`config.mk`:
```
export PLATFORM = sky130hd
export DESIGN_NAME = seg_scan_driver
export DESIGN_NICKNAME = d
export VERILOG_FILES = /design/src/rtl/seg_scan_driver.sv
export SDC_FILE = /design/constraint.sdc
export NUM_CORES = 1
export LEC_CHECK = 0
export BUFFER_PORTS_ARGS = -buffer_cell sky130_fd_sc_hd__buf_2
export CORE_MARGIN = 2
export CORE_UTILIZATION = 45
export CTS_BUF_LIST = sky130_fd_sc_hd__clkbuf_8
export DETAILED_ROUTE_END_ITERATION = 10
export PLACE_DENSITY = 0.68
export SLEW_MARGIN = 5
export SYNTH_ARGS = -nofsm -noshare
export SYNTH_HDL_FRONTEND = slang
export SYNTH_SLANG_ARGS = --single-unit
```
`constraint.sdc`:
```
create_clock -name clk -period 6.4 [get_ports clk]
set_input_delay 1.6 -clock clk [delete_from_list [all_inputs] [get_ports clk]]
set_output_delay 1.6 -clock clk [all_outputs]
set_load 0.05 [all_outputs]
```
`src/rtl/seg_scan_driver.sv`:
```
// Time-multiplexed hex 7-segment scan driver with dead time and frame-aligned value loading.
// Define SEG_SCAN_LZB_EN to blank leading zeros on digits above digit 0.
module seg_scan_driver #(
   parameter int DIGITS     = 4,
   parameter int SCAN_DIV   = 1024,
   parameter int ACTIVE_LOW = 0
) (
   input  logic                  clk,
   input  logic                  reset,
   input  logic [4*DIGITS-1:0]   value,
   input  logic                  load,
   output logic                  pending,
   output logic [6:0]            segs,
   output logic [DIGITS-1:0]     digit_sel,
   output logic                  frame_start
);

   localparam int IW = (DIGITS > 1) ? $clog2(DIGITS) : 1;
   localparam int PW = $clog2(SCAN_DIV);
   localparam logic [PW-1:0] P_LAST = PW'(SCAN_DIV - 1);
   localparam logic [IW-1:0] I_LAST = IW'(DIGITS - 1);
   localparam logic POL = (ACTIVE_LOW != 0);

   logic [PW-1:0]          r_pcnt;
   logic [IW-1:0]          r_idx;
   logic [4*DIGITS-1:0]    r_disp;
   logic [4*DIGITS-1:0]    r_pend;
   logic                   r_pending;
   logic                   r_started;
   logic                   r_frame;
   logic [6:0]             r_segs;
   logic [DIGITS-1:0]      r_sel;

   logic                   w_pwrap;
   logic                   w_boundary;
   logic [3:0]             w_nib;
   logic                   w_blank;
   logic [6:0]             w_segs;
   logic [DIGITS-1:0]      w_sel;

   function automatic logic [6:0] hex_decode(input logic [3:0] n);
      case (n)
         4'h0: hex_decode = 7'h3F;
         4'h1: hex_decode = 7'h06;
         4'h2: hex_decode = 7'h5B;
         4'h3: hex_decode = 7'h4F;
         4'h4: hex_decode = 7'h66;
         4'h5: hex_decode = 7'h6D;
         4'h6: hex_decode = 7'h7D;
         4'h7: hex_decode = 7'h07;
         4'h8: hex_decode = 7'h7F;
         4'h9: hex_decode = 7'h6F;
         4'hA: hex_decode = 7'h77;
         4'hB: hex_decode = 7'h7C;
         4'hC: hex_decode = 7'h39;
         4'hD: hex_decode = 7'h5E;
         4'hE: hex_decode = 7'h79;
         default: hex_decode = 7'h71;
      endcase
   endfunction

   assign w_pwrap    = (r_pcnt == P_LAST);
   assign w_boundary = w_pwrap && (r_idx == I_LAST);

   always_comb begin
      w_nib   = 4'h0;
      w_sel   = '0;
      w_blank = 1'b0;
      for (int k = 0; k < DIGITS; k++) begin
         if (r_idx == IW'(k)) begin
            w_nib    = r_disp[k*4 +: 4];
            // pcnt==0 is the anti-ghosting dead-time cycle
            w_sel[k] = (r_pcnt != '0);
         end
      end
`ifdef SEG_SCAN_LZB_EN
      for (int k = 1; k < DIGITS; k++) begin
         if (r_idx == IW'(k)) w_blank = ((r_disp >> (4*k)) == '0);
      end
`endif
      w_segs = w_blank ? 7'h00 : hex_decode(w_nib);
   end

   always_ff @(posedge clk or posedge reset) begin
      if (reset) begin
         r_pcnt    <= '0;
         r_idx     <= '0;
         r_disp    <= '0;
         r_pend    <= '0;
         r_pending <= 1'b0;
         r_started <= 1'b0;
         r_frame   <= 1'b0;
         r_segs    <= {7{POL}};
         r_sel     <= {DIGITS{POL}};
      end else begin
         r_pcnt <= w_pwrap ? '0 : r_pcnt + 1'b1;
         if (w_pwrap) r_idx <= (r_idx == I_LAST) ? '0 : r_idx + 1'b1;

         // A load coinciding with the boundary bypasses pend and beats any older pending value
         if (w_boundary) begin
            r_started <= 1'b1;
            r_pending <= 1'b0;
            if (load)           r_disp <= value;
            else if (r_pending) r_disp <= r_pend;
         end else if (load) begin
            r_pend    <= value;
            r_pending <= 1'b1;
         end

         r_segs  <= w_segs ^ {7{POL}};
         r_sel   <= w_sel ^ {DIGITS{POL}};
         r_frame <= r_started && (r_pcnt == '0) && (r_idx == '0);
      end
   end

   assign pending     = r_pending;
   assign segs        = r_segs;
   assign digit_sel   = r_sel;
   assign frame_start = r_frame;

endmodule
```
==> results by group <==
Status
  – Outcome: finished clean

Placement
  – IO Port Bufs: 31
  – Area post-placement: 0.00304 mm^2
  – Detailed Place HPWL: 3.16 mm
  – Cell Count Post-Placement: 340
  – Pre-CTS WS: 2770 ps
  – Final RePlAce weighted congestion: 0.733

Worst hold path
  – Path category of the worst min-delay check: reg2reg

Clock network
  – Clock Root Buffer: clkbuf_8
  – CTS Buffer Depth: 2
  – Number of gates resized after cts: 0
  – CTS tree: done
  – Clock Latency Late Sink: 330 ps
  – H-tree depth: 3
  – # hold bufs at CTS: 0
  – Total CTS buffers: 9
  – Clock-pin transition on the worst setup and hold timing paths: 60 ps
  – Clock net sink count: 58
  – Setup Fix Bufs, Post-CTS: 0

Routing
  – M1 wire length: 2.25 mm
  – Post-route DRC: 0
  – Pre-Repair DR Iteration Count: 4
  – Antenna-violating nets left: 0
  – Routed WL: 4.68 mm
  – Met2 WL: 2.13 mm
  – Starting DRT DRC Count: 84
  – Uppermost layer routed: met4
  – Wire per inst: 13.2 um
  – DR vias: 1825
  – Met3 routed WL: 184 um
  – Via/cell ratio: 5.14

STA
  – Setup WS post-layout: 3140 ps
  – Worst-Margin Slew: 1030 ps
  – Setup TNS: 0 ps
  – Final worst-path cycle share: 50.9%
  – Final Hold Fails: 0
  – Slew HR: 31.4%
  – Endpoints failing setup: 0
  – Min Clock Period, post-route: 3260 ps
  – Unrepaired setup endpoints after global routing: false
  – Worst clock skew: 6.29 ps
  – Maximum clock rate: 307 MHz
  – Fin. max-slew vios: 0
  – Hold_ws: 480 ps

GRT
  – First-pass GRT wire length: 8.22 mm
  – Largest net degree at the start of global routing: 59
  – Antenna violations before repair: 0
  – Vias in the first global route: 1772
  – Overflow after GRT: 0
  – GRT Util Overall: 15.0%

Power
  – Internal Pwr Total: 551 uW
  – Logic pwr share: 5.3%
  – Final total power: 708 uW
  – Clock power frac: 40.9%
  – NetSw: 157 uW
  – Lkg Pwr: 1.46 nW
  – Worst ir drop on vdd: 0.155 mV
  – Sequential Power Share: 53.9%
  – Switch share: 22.1%
  – Cell area power density: 221 mW/mm^2

Synthesis
  – Syn_area_per_cell: 11.8 um^2
  – Yosys cell types: 43
  – Async S/R FF share, synth: 100%
  – Post-Syn Area: 0.00286 mm^2
  – Post-synth EDFFs: 0
  – #FFs+latches synth: 58
  – Top_reg_cell synth: dfrtp_1
  – Syn Nets: 275
  – Syn Inst Count: 243
  – Register area share after synthesis: 50.7%
  – Synth warn: 0

Critical path
  – R2R setup slack: 3830 ps
  – FF-to-FF Start: r_idx[0]$_DFFE_PP0N_
  – CP startpoint: load
  – Worst Path Max Fanout: 32
  – Slowest Stage Delay on Critical Path: 800 ps
  – Crit path cell chain: buf_2 > o21a_1 > nand4_1 > nand2_1 > o21ai_0
  – Critical Path Start Type: primary input
  – Crit path kind: in2reg
  – Worst setup EP type: register
  – Critical path's slowest cell: nand4_1
  – Required time of the critical path: 6570 ps
  – Cells on worst reg2reg path: 7
  – Critical R2R Capture: segs[6]$_DFF_PP0_
  – Critical Path AT: 3430 ps
  – Crit path capture: r_disp[8]$_DFFE_PP0P_

Cells and area
  – FILL cells: 586
  – Antenna Cells: 0
  – Final design utilization: 51.4%
  – Register area: 0.00145 mm^2
  – Nets: 306
  – Post-route insts no fill: 355
  – Area of the multi-input gates: 0.00128 mm^2
  – Design area: 0.00321 mm^2
  – Growth of design area from synthesis to finish: 12.1%
  – Share of layout cells above drive strength 1: 27.0%

Floorplanning
  – Die width: 83.7 um
  – Placeable Area: 0.00624 mm^2
  – Num rows: 29
  – Die Y: 83.7 um
  – Die area: 0.00701 mm^2
  – I/O pin count: 32
  – Starting Density: 45.8%

Job
  – Max_cap viols: 0
==> cells in the mapped netlist (all sizes together), types with 4 or more instances <==
cell type  number  area (um^2)
clkbuf          5         20.0
nor2            6         22.5
mux2i          20          200
o21ai          20          100
dfrtp          58         1450
ha             13          163
a211oi          6         77.6
a21oi           4         20.0
inv            11         41.3
nor3b           4         35.0
mux2           19          214
buf             7         63.8
and2            5         31.3
nand2          23         88.8
xnor2           5         43.8
nand4           5         46.3
==> worst min-delay path by stage <==
stage                          startpoint                     to  slack [ps]  cells past startpoint
global placement    r_started$_DFFE_PP0P_  r_started$_DFFE_PP0P_         470                      1
detailed placement  r_started$_DFFE_PP0P_  r_started$_DFFE_PP0P_         460                      1
CTS                 r_started$_DFFE_PP0P_  r_started$_DFFE_PP0P_         480                      1
finish              r_started$_DFFE_PP0P_  r_started$_DFFE_PP0P_         480                      1
floorplan           r_started$_DFFE_PP0P_  r_started$_DFFE_PP0P_         440                      1
global route        r_pend[2]$_DFFE_PP0P_  r_pend[2]$_DFFE_PP0P_         520                      1
==> worst max-delay path, delay by kind of cell <==
family,cells,cell delay (ps)
and+or+nand+nor,2,1110
buffers and inverters,1,400
AOI/OAI and AO/OA,2,310
==> registers in the layout, summed over array words and instances (netlist names) <==
name,count
r_started,1
r_disp,16
pending,1
frame_start,1
r_pend,16
digit_sel,4
r_pcnt,10
r_idx,2
segs,7
==> per-layer routing <==
layer  GRT usage [%]  vias up
li1                -      914
met1            20.1      865
met2            21.9       36
met3            3.46       10
met4            9.24        0
met5               0        -
==> power groups by stage <==
| stage | Sequential [mW] | Clock, mW | Combinational [mW] |
|---|---|---|---|
| floorplan | 0.387 | 0 | 0.0277 |
| global placement | 0.387 | 0 | 0.0381 |
| detailed placement | 0.388 | 0 | 0.0386 |
| CTS | 0.381 | 0.301 | 0.0387 |
| global route | 0.382 | 0.318 | 0.0429 |
| finish | 0.381 | 0.289 | 0.0372 |
==> cell type report <==
class / count / share of cell area (%)
multi-input combinational: 162 / 40.0
timing repair buffer: 32 / 5.07
tap: 77 / 3.01
clock inverter: 4 / 0.585
sequential: 58 / 45.3
inverter: 11 / 1.29
clock buffer: 11 / 4.72
==> logic make-up after synthesis <==
logic type	after synthesis	share of synthesized area, %
xor gates and xnor gates	8	2.45
DFF	58	50.7
adders and majority gates	13	5.69
and+or+nand+nor	63	12.6
buffers and inverters	23	4.37
muxes	39	14.5
AOI/OAI and AO/OA	39	9.71
==> placed cells by master (no fill, tap or decap), drive strengths merged, types with 2 or more instances in the layout <==
master,instances
dfrtp,58
buf,32
nand2,23
mux2i,20
o21ai,20
mux2,19
ha,13
inv,12
clkbuf,11
nor2,6
a211oi,6
xnor2,5
and2,5
nand4,5
a21oi,4
nor3b,4
and4,3
xor2,3
nand3b,3
nor2b,3
clkinv,3
o21a,2
and3,2
nand3,2
nor3,2
a2bb2oi,2
(Power assumes the default switching activity.)
